[src/rtl/grid_draw_sequencer_pkg.sv]
// Shared definitions for the grid draw sequencer: board geometry, drawer
// pipeline depth and the sequencer state encoding.
package grid_draw_sequencer_pkg;

    localparam int GRID_COLS         = 8;
    localparam int GRID_ROWS         = 6;
    localparam int CELL_PX           = 20;
    localparam int DRAWER_PIPE_DEPTH = 3;
    localparam int PLOT_SKIP         = DRAWER_PIPE_DEPTH;
    localparam int TIMEOUT           = 2047;

    localparam int CELL_W = 4;
    localparam int WAIT_W = 11;

    typedef enum logic [2:0] {
        S_IDLE,
        S_LAUNCH,
        S_DRAW,
        S_NEXT,
        S_FINISH
    } seq_state_t;

endpackage

[src/rtl/grid_cell_stepper.sv]
// Cell position register for the sequencer: direct load, raster step with
// column wrap, and a flag marking the bottom-right cell of the board.
module grid_cell_stepper #(
    parameter int GRID_COLS = grid_draw_sequencer_pkg::GRID_COLS,
    parameter int GRID_ROWS = grid_draw_sequencer_pkg::GRID_ROWS
) (
    input  logic       clk,
    input  logic       resetn,
    input  logic       load,
    input  logic [3:0] load_x,
    input  logic [3:0] load_y,
    input  logic       step,
    output logic [3:0] cell_x,
    output logic [3:0] cell_y,
    output logic       last_cell
);
    import grid_draw_sequencer_pkg::*;

    localparam logic [CELL_W-1:0] LAST_X = CELL_W'(GRID_COLS - 1);
    localparam logic [CELL_W-1:0] LAST_Y = CELL_W'(GRID_ROWS - 1);

    always_ff @(posedge clk) begin
        if (!resetn) begin
            cell_x <= '0;
            cell_y <= '0;
        end else if (load) begin
            cell_x <= load_x;
            cell_y <= load_y;
        end else if (step) begin
            if (cell_x == LAST_X) begin
                cell_x <= '0;
                cell_y <= cell_y + 1'b1;
            end else begin
                cell_x <= cell_x + 1'b1;
            end
        end
    end

    assign last_cell = (cell_x == LAST_X) && (cell_y == LAST_Y);

endmodule

[src/rtl/grid_draw_sequencer.sv]
// Upstream controller for the 20x20 square drawer: walks the board cell by
// cell, pulses the drawer's reset between cells and gates its VGA plot strobe.
module grid_draw_sequencer #(
    parameter int GRID_COLS = grid_draw_sequencer_pkg::GRID_COLS,
    parameter int GRID_ROWS = grid_draw_sequencer_pkg::GRID_ROWS,
    parameter int PLOT_SKIP = grid_draw_sequencer_pkg::PLOT_SKIP,
    parameter int TIMEOUT   = grid_draw_sequencer_pkg::TIMEOUT
) (
    input  logic       clk,
    input  logic       resetn,
    input  logic       start,
    input  logic       full_redraw,
    input  logic [3:0] sel_x,
    input  logic [3:0] sel_y,
    input  logic       sq_done,
    output logic [3:0] cell_x,
    output logic [3:0] cell_y,
    output logic       sq_run,
    output logic       plot,
    output logic       busy,
    output logic       done,
    output logic       err
);
    import grid_draw_sequencer_pkg::*;

    seq_state_t        state;
    seq_state_t        state_nxt;
    logic              single_mode;
    logic              err_q;
    logic [WAIT_W-1:0] wait_cnt;
    logic              sel_oob;
    logic              cell_load;
    logic              cell_step;
    logic              last_cell;
    logic [CELL_W-1:0] load_x;
    logic [CELL_W-1:0] load_y;
    logic              timeout_hit;

    assign sel_oob     = (int'(sel_x) >= GRID_COLS) || (int'(sel_y) >= GRID_ROWS);
    assign load_x      = full_redraw ? '0 : sel_x;
    assign load_y      = full_redraw ? '0 : sel_y;
    assign timeout_hit = (state == S_DRAW) && !sq_done && (wait_cnt == WAIT_W'(TIMEOUT - 1));

    grid_cell_stepper #(
        .GRID_COLS (GRID_COLS),
        .GRID_ROWS (GRID_ROWS)
    ) u_stepper (
        .clk       (clk),
        .resetn    (resetn),
        .load      (cell_load),
        .load_x    (load_x),
        .load_y    (load_y),
        .step      (cell_step),
        .cell_x    (cell_x),
        .cell_y    (cell_y),
        .last_cell (last_cell)
    );

    // sq_done is only meaningful in DRAW; a stale flag elsewhere is ignored.
    always_comb begin
        state_nxt = state;
        cell_load = 1'b0;
        cell_step = 1'b0;
        case (state)
            S_IDLE: begin
                if (start) begin
                    cell_load = 1'b1;
                    state_nxt = (!full_redraw && sel_oob) ? S_FINISH : S_LAUNCH;
                end
            end
            S_LAUNCH: state_nxt = S_DRAW;
            S_DRAW: begin
                if (sq_done) begin
                    state_nxt = S_NEXT;
                end else if (timeout_hit) begin
                    state_nxt = S_FINISH;
                end
            end
            S_NEXT: begin
                if (single_mode || last_cell) begin
                    state_nxt = S_FINISH;
                end else begin
                    cell_step = 1'b1;
                    state_nxt = S_LAUNCH;
                end
            end
            S_FINISH: state_nxt = S_IDLE;
            default:  state_nxt = S_IDLE;
        endcase
    end

    always_ff @(posedge clk) begin
        if (!resetn) begin
            state       <= S_IDLE;
            single_mode <= 1'b0;
            err_q       <= 1'b0;
            wait_cnt    <= '0;
        end else begin
            state <= state_nxt;
            if (state == S_IDLE && start) begin
                single_mode <= !full_redraw;
                err_q       <= 1'b0;
            end
            if (timeout_hit) begin
                err_q <= 1'b1;
            end
            if (state == S_LAUNCH) begin
                wait_cnt <= '0;
            end else if (state == S_DRAW && wait_cnt != WAIT_W'(TIMEOUT)) begin
                wait_cnt <= wait_cnt + 1'b1;
            end
        end
    end

    // The first PLOT_SKIP draw cycles carry no valid pixel from the drawer ROM.
    assign sq_run = (state == S_DRAW);
    assign plot   = (state == S_DRAW) && (wait_cnt >= WAIT_W'(PLOT_SKIP));
    assign busy   = (state != S_IDLE);
    assign done   = (state == S_FINISH);
    assign err    = err_q;

endmodule

[config.mk]
export PLATFORM = sky130hd
export DESIGN_NAME = grid_draw_sequencer
export DESIGN_NICKNAME = d
export VERILOG_FILES = /design/src/rtl/grid_draw_sequencer_pkg.sv /design/src/rtl/grid_cell_stepper.sv /design/src/rtl/grid_draw_sequencer.sv
export SDC_FILE = /design/constraint.sdc
export NUM_CORES = 1
export LEC_CHECK = 0
export ABC_AREA = 1
export ABC_CLOCK_PERIOD_IN_PS = 1850
export CAP_MARGIN = 10
export CORE_MARGIN = 2
export CORE_UTILIZATION = 52
export CTS_CLUSTER_DIAMETER = 120
export DETAILED_ROUTE_END_ITERATION = 6
export PLACE_DENSITY = 0.79
export SLEW_MARGIN = 20
export SYNTH_ARGS = -nofsm -noshare
export SYNTH_HDL_FRONTEND = slang
export SYNTH_SLANG_ARGS = --single-unit
export TNS_END_PERCENT = 1
[constraint.sdc]
create_clock -name clk -period 1.85 [get_ports clk]
set_clock_uncertainty 0.05 [all_clocks]
set_input_delay 0.37 -clock clk [delete_from_list [all_inputs] [get_ports clk]]
set_output_delay 0.37 -clock clk [all_outputs]
set_load 0.005 [all_outputs]
==> report_table.html, run 1 <==
<table>
<tr><th>Metric</th><th>Value</th></tr>
<tr><th colspan="2">Synth</th></tr>
<tr><td>Cell types occupying the most area after synthesis</td><td>sky130_fd_sc_hd__dfxtp_1 (32%), sky130_fd_sc_hd__nand2_1 (15%), sky130_fd_sc_hd__nor2_1 (8.9%)</td></tr>
<tr><td>Unique cell type count in the Yosys netlist</td><td>27</td></tr>
<tr><td>Synthesized netlist net count</td><td>255</td></tr>
<tr><td>Syn Inst Count</td><td>237</td></tr>
<tr><td>Fraction of post-synthesis cell area in the top cell type by area</td><td>31.7%</td></tr>
<tr><td>Sequential-to-total area share from yosys stat</td><td>31.7%</td></tr>
<tr><td>Biggest area consumer among synthesized cells</td><td>sky130_fd_sc_hd__dfxtp_1</td></tr>
<tr><td>Average footprint of a synthesized cell</td><td>6.39 um2</td></tr>
<tr><td>Post-synth design cell area</td><td>0.00151 mm2</td></tr>
<tr><td>Synth warn</td><td>0</td></tr>
<tr><td>Synth Register Bits</td><td>24</td></tr>
<tr><th colspan="2">Finish</th></tr>
<tr><td>Total Nets Final</td><td>291</td></tr>
<tr><td>Fraction of layout cells with a size suffix above 1</td><td>14.0%</td></tr>
<tr><td>Final cell utilization of the core</td><td>68.9%</td></tr>
<tr><td>Cell area after layout</td><td>0.00190 mm2</td></tr>
<tr><td>Most common cell after layout, fill and taps aside</td><td>sky130_fd_sc_hd__nand2_1</td></tr>
<tr><td>Area used by multi-input combinational logic</td><td>897 um2</td></tr>
<tr><td>Highest-count cells in the layout ignoring fill and taps</td><td>sky130_fd_sc_hd__nand2_1 (58), sky130_fd_sc_hd__nor2_1 (36), sky130_fd_sc_hd__inv_1 (30)</td></tr>
<tr><td>Fill cells</td><td>253</td></tr>
<tr><td>ANT cells</td><td>0</td></tr>
<tr><td>Sequential cell area</td><td>487 um2</td></tr>
<tr><td>Layout-stage area growth over the synthesis result</td><td>25.5%</td></tr>
<tr><th colspan="2">Detailed routing</th></tr>
<tr><td>Routed WL</td><td>3340 um</td></tr>
<tr><td>Pre-Repair DR Iteration Count</td><td>4</td></tr>
<tr><td>Post-route ant nets</td><td>0</td></tr>
<tr><td>Number of DRC markers in iteration 0</td><td>83</td></tr>
<tr><td>Wire length per cell</td><td>11.0 um</td></tr>
<tr><td>Via Count</td><td>1538</td></tr>
<tr><td>Average vias per placed instance</td><td>5.09</td></tr>
<tr><td>Remaining DRCs</td><td>0</td></tr>
<tr><th colspan="2">Global routing</th></tr>
<tr><td>Aggregate global-route resource usage</td><td>21.0%</td></tr>
<tr><td>Antenna violations before repair</td><td>0</td></tr>
<tr><td>Number of global-route vias before repair</td><td>1339</td></tr>
<tr><td>Wire length of the first global-routing pass</td><td>5630 um</td></tr>
<tr><td>Global route overflow</td><td>0</td></tr>
<tr><td>Maximum number of pins on one net before global-route repair</td><td>15</td></tr>
<tr><th colspan="2">Power and ir drop</th></tr>
<tr><td>Worst IR drop on VDD</td><td>0.000672 V</td></tr>
<tr><td>PnR Total Power</td><td>1.32 mW</td></tr>
<tr><td>P per Cell Area</td><td>692 mW/mm2</td></tr>
<tr><td>Leakage power</td><td>0.809 nW</td></tr>
<tr><th colspan="2">Floorplan</th></tr>
<tr><td>Vertical die dimension</td><td>58.0 um</td></tr>
<tr><td>Die area</td><td>0.00336 mm2</td></tr>
<tr><td>Starting utilization of the core area</td><td>54.9%</td></tr>
<tr><td>Area inside the core boundary</td><td>0.00276 mm2</td></tr>
<tr><td>Top-level port count</td><td>26</td></tr>
<tr><td>Row count</td><td>19</td></tr>
<tr><td>Width of the chip</td><td>58.0 um</td></tr>
<tr><th colspan="2">Timing</th></tr>
<tr><td>Final worst-path setup slack</td><td>0.113 ns</td></tr>
<tr><td>Tmin final</td><td>1.74 ns</td></tr>
<tr><td>Max-slew violation count</td><td>0</td></tr>
<tr><td>Unrepaired setup endpoints after global routing</td><td>false</td></tr>
<tr><td>Worst-margin pin slew</td><td>0.403 ns</td></tr>
<tr><td>Highest clock rate</td><td>576 MHz</td></tr>
<tr><td>Headroom to the max-slew limit</td><td>73.2%</td></tr>
<tr><td>Setup Viol. Count Final</td><td>0</td></tr>
<tr><td>Fin crit share</td><td>93.9%</td></tr>
<tr><td>Final hold viol count</td><td>0</td></tr>
<tr><th colspan="2">CTS</th></tr>
<tr><td>Number of buffers inserted to repair setup after CTS</td><td>0</td></tr>
<tr><td>Library cell used as clock root buffer</td><td>sky130_fd_sc_hd__clkbuf_4</td></tr>
<tr><td>Worst-path clk slew</td><td>0.12 ns</td></tr>
<tr><td>Max Root-Sink Buffers</td><td>2</td></tr>
<tr><td>Sink count of the clock tree</td><td>24</td></tr>
<tr><td>CTS HTree Levels</td><td>1</td></tr>
<tr><td>Number of hold buffers added after cts</td><td>0</td></tr>
<tr><td>Clock network latency to the later pin of the worst-skew pair</td><td>0.30 ns</td></tr>
<tr><td>Total CTS buffers</td><td>3</td></tr>
<tr><td>Clock tree from TritonCTS</td><td>yes</td></tr>
<tr><th colspan="2">Setup path</th></tr>
<tr><td>Worst path bufs/invs</td><td>1</td></tr>
<tr><td>Largest fanout of any net on the critical path</td><td>7</td></tr>
<tr><td>Sort of element at the end of the critical path</td><td>output pin</td></tr>
<tr><td>Category of the most critical setup path</td><td>flop to output pin</td></tr>
<tr><td>Startpoint types</td><td>flop</td></tr>
<tr><td>Arrival time at the worst endpoint</td><td>1.32 ns</td></tr>
<tr><td>Worst-path cell with the longest stage delay</td><td>sky130_fd_sc_hd__clkdlybuf4s50_1</td></tr>
<tr><td>Critical path cell sequence</td><td>clkdlybuf4s50_1</td></tr>
<tr><td>Stage delay of the slowest cell on the critical path</td><td>0.54 ns</td></tr>
<tr><td>Kind of cell adding the most delay to the critical path</td><td>buffers and inverters</td></tr>
<tr><td>Required time of the worst setup path</td><td>1.43 ns</td></tr>
<tr><th colspan="2">Placement</th></tr>
<tr><td>IO Port Bufs</td><td>25</td></tr>
<tr><td>Post-DP HPWL</td><td>2620 um</td></tr>
<tr><td>Routability congestion estimate</td><td>0.849</td></tr>
<tr><td>DP Worst Slack</td><td>0.0653 ns</td></tr>
<tr><td>Placement-stage cell area</td><td>0.00185 mm2</td></tr>
<tr><th colspan="2">Run</th></tr>
<tr><td>Maximum capacitance violations</td><td>0</td></tr>
<tr><th colspan="2">Outcome</th></tr>
<tr><td>Status</td><td>finished, final reports clean</td></tr>
<tr><th colspan="2">Worst hold path</th></tr>
<tr><td>Kind of path behind the tightest hold check</td><td>flop to flop</td></tr>
</table>
==> metal layers <==
layer	share of wire, %	vias up	GRT usage [%]
met3	3.3	2	2.01
met1	47	680	28.2
li1	-	829	-
met4	0.63	0	6.31
met2	49	27	35.6
met5	0	-	0
==> metrics by stage <==
step	TNS (ns)	hold slack, ns	instances
2_1_floorplan	0	0.394	237
6_report	0	0.424	302
5_1_grt	0	0.441	302
3_3_place_gp	0	0.407	299
3_5_place_dp	0	0.408	299
4_1_cts	-0.0695	0.426	302
==> where the power goes <==
group	internal [mW]	total, mW	switching, mW
sequential	0.565	0.619	0.0542
combinational	0.221	0.475	0.254
clock	0.0760	0.221	0.145
==> worst paths after layout <==
| check | start | end | slack [ns] | cells after the start |
|---|---|---|---|---|
| setup / recovery | u_stepper.cell_y[0] | cell_y[0] | 0.11 | 1 |
| hold / removal | single_mode | single_mode | 0.42 | 2 |
| setup reg to reg | u_stepper.cell_x[0] | u_stepper.cell_x[0] | 0.19 | 8 |
| hold reg to reg | single_mode | single_mode | 0.42 | 2 |
==> state kept, by name, indices dropped and copies added, names as in the netlist <==
signal	flops
err	1
single_mode	1
wait_cnt	11
state	3
u_stepper.cell_y	4
u_stepper.cell_x	4
==> cells by family (layout without fill, tap and decap cells) <==
family | count (synthesis) | after routing | synth area share, %
xor+xnor | 3 | 3 | 1.74
fa+ha+maj | 5 | 5 | 4.13
buf+inv | 37 | 71 | 10.3
compound gates | 34 | 34 | 12.1
flops | 24 | 24 | 31.7
simple gates | 134 | 134 | 40.0
==> area by class of cell <==
class                      count  share of cell area, %
multi-input combinational    176                   47.2
inverter                      32                   6.46
clock buffer                   3                   1.19
sequential                    24                   25.6
timing repair buffer          36                   17.5
tap                           31                   2.04
==> repair_timing <==
| item | 4_1_cts | 5_1_grt |
|---|---|---|
| gates resized for setup | 11 | 6 |
| pin swaps | 1 | 2 |
| setup endpoints to repair | 4 | 2 |
==> Yosys cell counts (all sizes together) <==
master and n:
o21a 1, nand2 62, o21ai 12, a31oi 2
buf 3, a21oi 19, ha 5, clkbuf 2
nand4 5, or2 2, inv 32, nand3 20
nor3 5, nor2 40, xor2 3, dfxtp 24
Note: power is estimated with default switching activity, not from simulation.
==> run 2, diff against run 1 <==
--- a/config.mk
+++ b/config.mk
@@ -10,7 +10,7 @@
 export CAP_MARGIN = 10
 export CORE_MARGIN = 2
 export CORE_UTILIZATION = 52
-export CTS_CLUSTER_DIAMETER = 120
+export CTS_CLUSTER_DIAMETER = 80
 export DETAILED_ROUTE_END_ITERATION = 6
 export PLACE_DENSITY = 0.79
 export SLEW_MARGIN = 20
==> results of run 2 <==
The final DEF is identical to that of run 1; final timing and power are the same.
